--- config.mk ---
export PLATFORM = sky130hd
export DESIGN_NAME = sipo_deserializer
export DESIGN_NICKNAME = d
export VERILOG_FILES = /design/src/rtl/sipo_deserializer.sv
export SDC_FILE = /design/constraint.sdc
export NUM_CORES = 1
export LEC_CHECK = 0
export ABC_AREA = 1
export CAP_MARGIN = 0
export CELL_PAD_IN_SITES_DETAIL_PLACEMENT = 1
export CELL_PAD_IN_SITES_GLOBAL_PLACEMENT = 1
export CORE_MARGIN = 5
export CORE_UTILIZATION = 35
export CTS_CLUSTER_SIZE = 25
export DETAILED_ROUTE_END_ITERATION = 7
export PLACE_DENSITY = 0.78
export SLEW_MARGIN = 15
export SYNTH_ARGS = -nofsm -noshare
export SYNTH_HDL_FRONTEND = slang
export SYNTH_SLANG_ARGS = --single-unit
--- constraint.sdc ---
create_clock -name Clk -period 1.8 [get_ports Clk]
set_clock_uncertainty 0.1 [all_clocks]
set_input_delay 0.27 -clock Clk [delete_from_list [all_inputs] [get_ports Clk]]
set_output_delay 0.27 -clock Clk [all_outputs]
set_load 0.03 [all_outputs]
--- src/rtl/sipo_deserializer.sv ---
// sipo_deserializer: rebuilds WIDTH-bit words from a Start-framed serial stream and presents them through a valid/ready handshake with a sticky overrun flag
//   in : Clk, Rst_n (sync, active-low), Serial_In, Shift_En, Start, Out_Ready, Clr_Ovr
//   out: Parallel_Out (last completed word), Out_Valid, Busy (partial word in progress), Overrun
module sipo_deserializer #(
  parameter int WIDTH = 4,
  parameter bit MSB_FIRST = 1'b1
) (
  input  logic             Clk,
  input  logic             Rst_n,
  input  logic             Serial_In,
  input  logic             Shift_En,
  input  logic             Start,
  input  logic             Out_Ready,
  input  logic             Clr_Ovr,
  output logic [WIDTH-1:0] Parallel_Out,
  output logic             Out_Valid,
  output logic             Busy,
  output logic             Overrun
);
  localparam int CW = $clog2(WIDTH) + 1;
  typedef enum logic {IDLE, SHIFT} state_t;
  state_t state_q, state_d;
  logic [WIDTH-1:0] sreg_q, sreg_d, pout_q, pout_d, base, nxt;
  logic [CW-1:0] cnt_q, cnt_d;
  logic valid_q, valid_d, ovr_q, ovr_d, accept, done;
  always_ff @(posedge Clk) begin
    if (!Rst_n) begin
      state_q <= IDLE;
      sreg_q  <= '0;
      cnt_q   <= '0;
      pout_q  <= '0;
      valid_q <= 1'b0;
      ovr_q   <= 1'b0;
    end else begin
      state_q <= state_d;
      sreg_q  <= sreg_d;
      cnt_q   <= cnt_d;
      pout_q  <= pout_d;
      valid_q <= valid_d;
      ovr_q   <= ovr_d;
    end
  end
  // Start discards the partial word, so the incoming bit shifts into an empty register
  always_comb begin
    accept  = Shift_En && (Start || state_q == SHIFT);
    base    = Start ? '0 : sreg_q;
    nxt     = MSB_FIRST ? {base[WIDTH-2:0], Serial_In} : {Serial_In, base[WIDTH-1:1]};
    done    = accept && !Start && cnt_q == CW'(WIDTH - 1);
    state_d = Start ? SHIFT : state_q;
    sreg_d  = accept ? nxt : base;
    cnt_d   = Start ? CW'(Shift_En) : done ? '0 : accept ? cnt_q + CW'(1) : cnt_q;
    pout_d  = done ? nxt : pout_q;
    valid_d = done | (valid_q & ~Out_Ready);
    ovr_d   = (done & valid_q & ~Out_Ready) | (ovr_q & ~Clr_Ovr);
  end
  assign Parallel_Out = pout_q;
  assign Out_Valid    = valid_q;
  assign Overrun      = ovr_q;
  assign Busy         = state_q == SHIFT && cnt_q != '0;
endmodule

Word level (Yosys, flattened, before mapping)
Index checks and enable logic that the tools add are counted.
{"block": "totals", "wordCells": 32, "register_bits": 13}
{"block": "classes", "muxes": 5, "add_sub_neg": 1, "eq_ne": 1, "bitwise": 9, "reduce_logical": 9}
{"operator": "$mux 3", "n": 2}
{"operator": "$reduce_bool 3->1", "n": 2}
{"operator": "$and 1x1->1", "n": 4}
{"operator": "$logic_and 1x1->1", "n": 4}
{"operator": "$add 3x1->3 const B", "n": 1}
{"operator": "$eq 3x2->1 const B", "n": 1}
{"operator": "$mux 1", "n": 3}
{"operator": "$not 1->1", "n": 3}
{"operator": "$reduce_or 3->1", "n": 1}
{"operator": "$or 1x1->1", "n": 2}
{"operator": "$logic_not 1->1", "n": 1}
{"operator": "$logic_or 1x1->1", "n": 1}

Depth between registers and ports, before layout
Gate-level depths: netlist (run 1).
{"block": "logic_depth", "depth_word": 7, "depth_mapped": 7, "depth_no_buf": 7}

Least setup slack after synthesis (run 1)
OpenSTA, ideal clock, no wires.
{"block": "synth_path", "path_type": "reg-to-output", "startpoint": "register cnt_q[0]", "endpoint": "output port Busy", "t_arrival_ns": 1.281, "path_stages_with_launch": 4, "path_buffers": 0, "t_required_ns": 1.430, "setup_slack_ns": 0.149, "path_cell_list": "dfxtp_1 inv_1 ha_1 a21boi_0"}
{"block": "synth_via", "elab_chain_cells": 2}
{"item": "from (decl)", "line": "24", "rtl": "logic [CW-1:0] cnt_q, cnt_d;"}
{"item": "from (signal assigned)", "line": "37", "rtl": "cnt_q <= cnt_d;"}
{"item": "$reduce_bool 3->1", "line": "59", "rtl": "assign Busy = state_q == SHIFT && cnt_q != '0;"}
{"item": "$logic_and 1x1->1", "line": "59"}
{"item": "to (decl)", "line": "17", "rtl": "output logic Busy,"}
No other way between the ends.

Worst setup path after layout (run 1)
{"block": "layout_path", "startpoint": "register pout_q[3] (netlist: Parallel_Out[3])", "endpoint": "output port Parallel_Out[3]"}
{"item": "from (decl)", "line": "23", "rtl": "logic [WIDTH-1:0] sreg_q, sreg_d, pout_q, pout_d, base, nxt;"}
{"item": "from (signal assigned)", "line": "38", "rtl": "pout_q <= pout_d;"}
{"item": "to (decl)", "line": "15", "rtl": "output logic [WIDTH-1:0] Parallel_Out,"}
No word-level cell between the ends.

==> results.md, run 1 <==
* Total setup buffers inserted after CTS at 0
* Core box area at 1670 µm²
* Antenna-violating nets left at 0
* IO Port Bufs at 13
* Logic pwr share at 9.9%
* Worst rel slew slack at 79.3%
* Max IR drop VDD at 0.000372 V
* Routed via count at 532
* Avg WL per Cell at 11.0 µm
* Vias in the first global route at 529
* Post-Synth Adder-Cell Area at 6.26%
* Die Width at 51.4 µm
* Number of distinct library cells after synthesis at 14
* Worst hold path type: reg -> reg
* Synth top area share at 43.4%
* Top-count cell post-synth: nand2_1
* Delay-heaviest family, CP: buffers and inverters
* Worst EP required at 1.43 ns
* Fin. Hold Viols at 0
* Post-synthesis mux area share at 0%
* Period utilization at 92.0%
* Synth cell count leaders: nand2_1, dfxtp_1, inv_1, nor2_1, a21oi_1
* Worst EP arrival at 1.29 ns
* Status: completed
* Worst-path cell chain: clkdlybuf4s50_1
* Root Driver: clkbuf_4
* WS Path Type: reg -> out
* Row cnt at 15
* Dominant cells by area after synthesis: dfxtp_1, nand2_1, a21oi_1
* CP Buf/Inv Count at 1
* Filler cells at 226
* DRT iter0 DRCs at 9
* Syn Inst Count at 83
* Power Dens Cells at 682 nW/µm²
* Crit. path cell count at 1
* Pint at 0.000401 W
* CTS Buffer Depth at 2
* Synth Area in XOR/XNOR at 0%
* H-tree depth at 1
* Height of the die at 51.4 µm
* Gr ovfl total at 0
* First-pass GRT wire length at 2080 µm
* Share of layout cells above drive strength 1 at 10.0%
* Seq pwr share at 56.4%
* Syn Nets at 93
* Placer Congestion at 0.732
* Diodes inserted at 0
* Syn_area_per_cell at 7.22 µm²
* Sw Share at 24.1%
* Sequential cell area at 260 µm²
* Complex-gate fraction of the synthesized area at 10.9%
* Reg2reg setup slack at 0.43 ns
* Mapped cell area at 599 µm²
* Residual DRC at 0
* Cell taking the most area after synthesis: dfxtp_1
* Final Max Tran Viols at 0
* Max-Cap Viols at 0
* TritonCTS sink count at 13
* Die area at 2640 µm²
* Area of the multi-input gates at 279 µm²
* Reg2Reg Depth at 6
* Net switching power at 0.000127 W
* Worst hold stages at 2
* Global Route Usage Sum at 10.5%
* Flops & latches, synth at 13
* IO Pins at 14
* Period minus WS final at 1.66 ns
* Top_reg_cell synth: dfxtp_1
* Slew @ Worst Pin at 0.310 ns
* Reg clk slew, reported paths at 0.08 ns
* Number of hold buffers added after cts at 0
* Num CTS Buffers at 3
* Initial core utilization at 35.9%
* Critical Path Sink Type: primary output
* CP Max Fanout at 2
* Sequential share of the synthesized area at 43.4%
* Number of setup violations in the final report at 0
* YS warnings at 0
* Startpoint types: flip-flop
* Asr flop ratio synth at 0%
* DR pass1 iterations at 4
* Post-synth EDFFs at 0
* Final Non-Filler Cells at 117
* P_leak at 0.321 nW
* RSZ-0062 raised after global routing: false
* Clock Latency Late Sink at 0.27 ns
* Routed Wire Length at 1280 µm
* Largest net degree at the start of global routing at 11
* Clk pwr share at 33.7%
* DP HPWL at 997 µm
* Dpl cells at 113
* Area Overhead vs Synth at 29.2%
* Final nets at 111
* Slowest Stage Delay on Critical Path at 0.67 ns
* CTS tree: done
* Slowest stage cell, crit path: clkdlybuf4s50_1
* Largest family of logic cells by synthesized area: simple AND/OR/NAND/NOR gates
* Vias/cell at 4.55
* Initial antenna violation count at 0
* Post-Synth Simple-Gate Area at 29.4%
* Post-cts sizing count at 0
* Final hold slack at 0.375 ns
* Total negative slack at 0 ns
* Max Freq at 604 MHz
state kept, by name, summed over array words and instances (netlist names):
register and count:
Out_Valid 1, sreg_q 3, state_q 1, Parallel_Out 4
cnt_q 3, Overrun 1
path summary, 6_finish.rpt:
kind | from | end
worst max-delay path | Parallel_Out[3] | Parallel_Out[3]
worst max register to register | cnt_q[0] | Parallel_Out[1]
worst min-delay path | sreg_q[0] | sreg_q[0]
worst min register to register | sreg_q[0] | sreg_q[0]
kinds of logic after synthesis:
kind of cell,count (synthesis)
buffers and inverters,16
flip-flops,13
adder cells (fa/ha/maj),3
AND/OR/NAND/NOR,39
AO/OA/AOI/OAI,12
metal layers:
metal | track usage, % | share of wire [%] | vias up
met5 | 0 | 0 | -
met2 | 18.2 | 50 | 10
met4 | 3.93 | 0 | 0
met3 | 2.62 | 3.8 | 0
li1 | - | - | 289
met1 | 12.2 | 46 | 233
power groups by stage:
stage | combinational (W) | sequential (W) | clock [W]
after floorplan | 0.0000277 | 0.000303 | 0
after global placement | 0.0000525 | 0.000304 | 0
after global routing | 0.0000578 | 0.000298 | 0.000193
final | 0.0000523 | 0.000298 | 0.000178
after CTS | 0.0000533 | 0.000298 | 0.000184
after detailed placement | 0.0000532 | 0.000304 | 0
final cells by class:
| cell class | instances | share of cell area, % |
|---|---|---|
| multi-input cells | 54 | 36.0 |
| flip-flops and latches | 13 | 33.6 |
| well taps | 17 | 2.75 |
| repair buffers | 13 | 16.5 |
| clock buffers | 4 | 3.39 |
| inverters | 16 | 7.75 |
stage by stage:
step	area, µm²	worst slack, ns	power [W]	utilization (%)
after floorplan	599	0.149	0.000331	-
after global placement	748	0.241	0.000357	44.8
after detailed placement	748	0.211	0.000358	44.8
after CTS	774	0.130	0.000534	46.4
after global routing	774	0.0901	0.000550	46.4
final	774	0.143	0.000528	46.4
cells in the final DEF (no fill, tap or decap), types with 2 or more instances in the layout:
cell type,Yosys,layout
nand3_1,2,2
nor2_1,12,12
clkdlybuf4s50_1,0,12
ha_1,3,3
inv_1,12,12
clkbuf_4,0,3
nand2_1,22,22
dfxtp_1,13,13
inv_2,3,3
a21oi_1,10,10
No activity file was read; power rests on OpenSTA's default activity.
==> run 2: changes to the inputs <==
--- a/config.mk
+++ b/config.mk
@@ -11,7 +11,6 @@
 export CELL_PAD_IN_SITES_GLOBAL_PLACEMENT = 1
 export CORE_MARGIN = 5
 export CORE_UTILIZATION = 35
-export CTS_CLUSTER_SIZE = 25
 export DETAILED_ROUTE_END_ITERATION = 7
 export PLACE_DENSITY = 0.78
 export SLEW_MARGIN = 15
==> results of run 2 <==
Same layout as run 1: the final DEF is identical, and so are final timing and power.
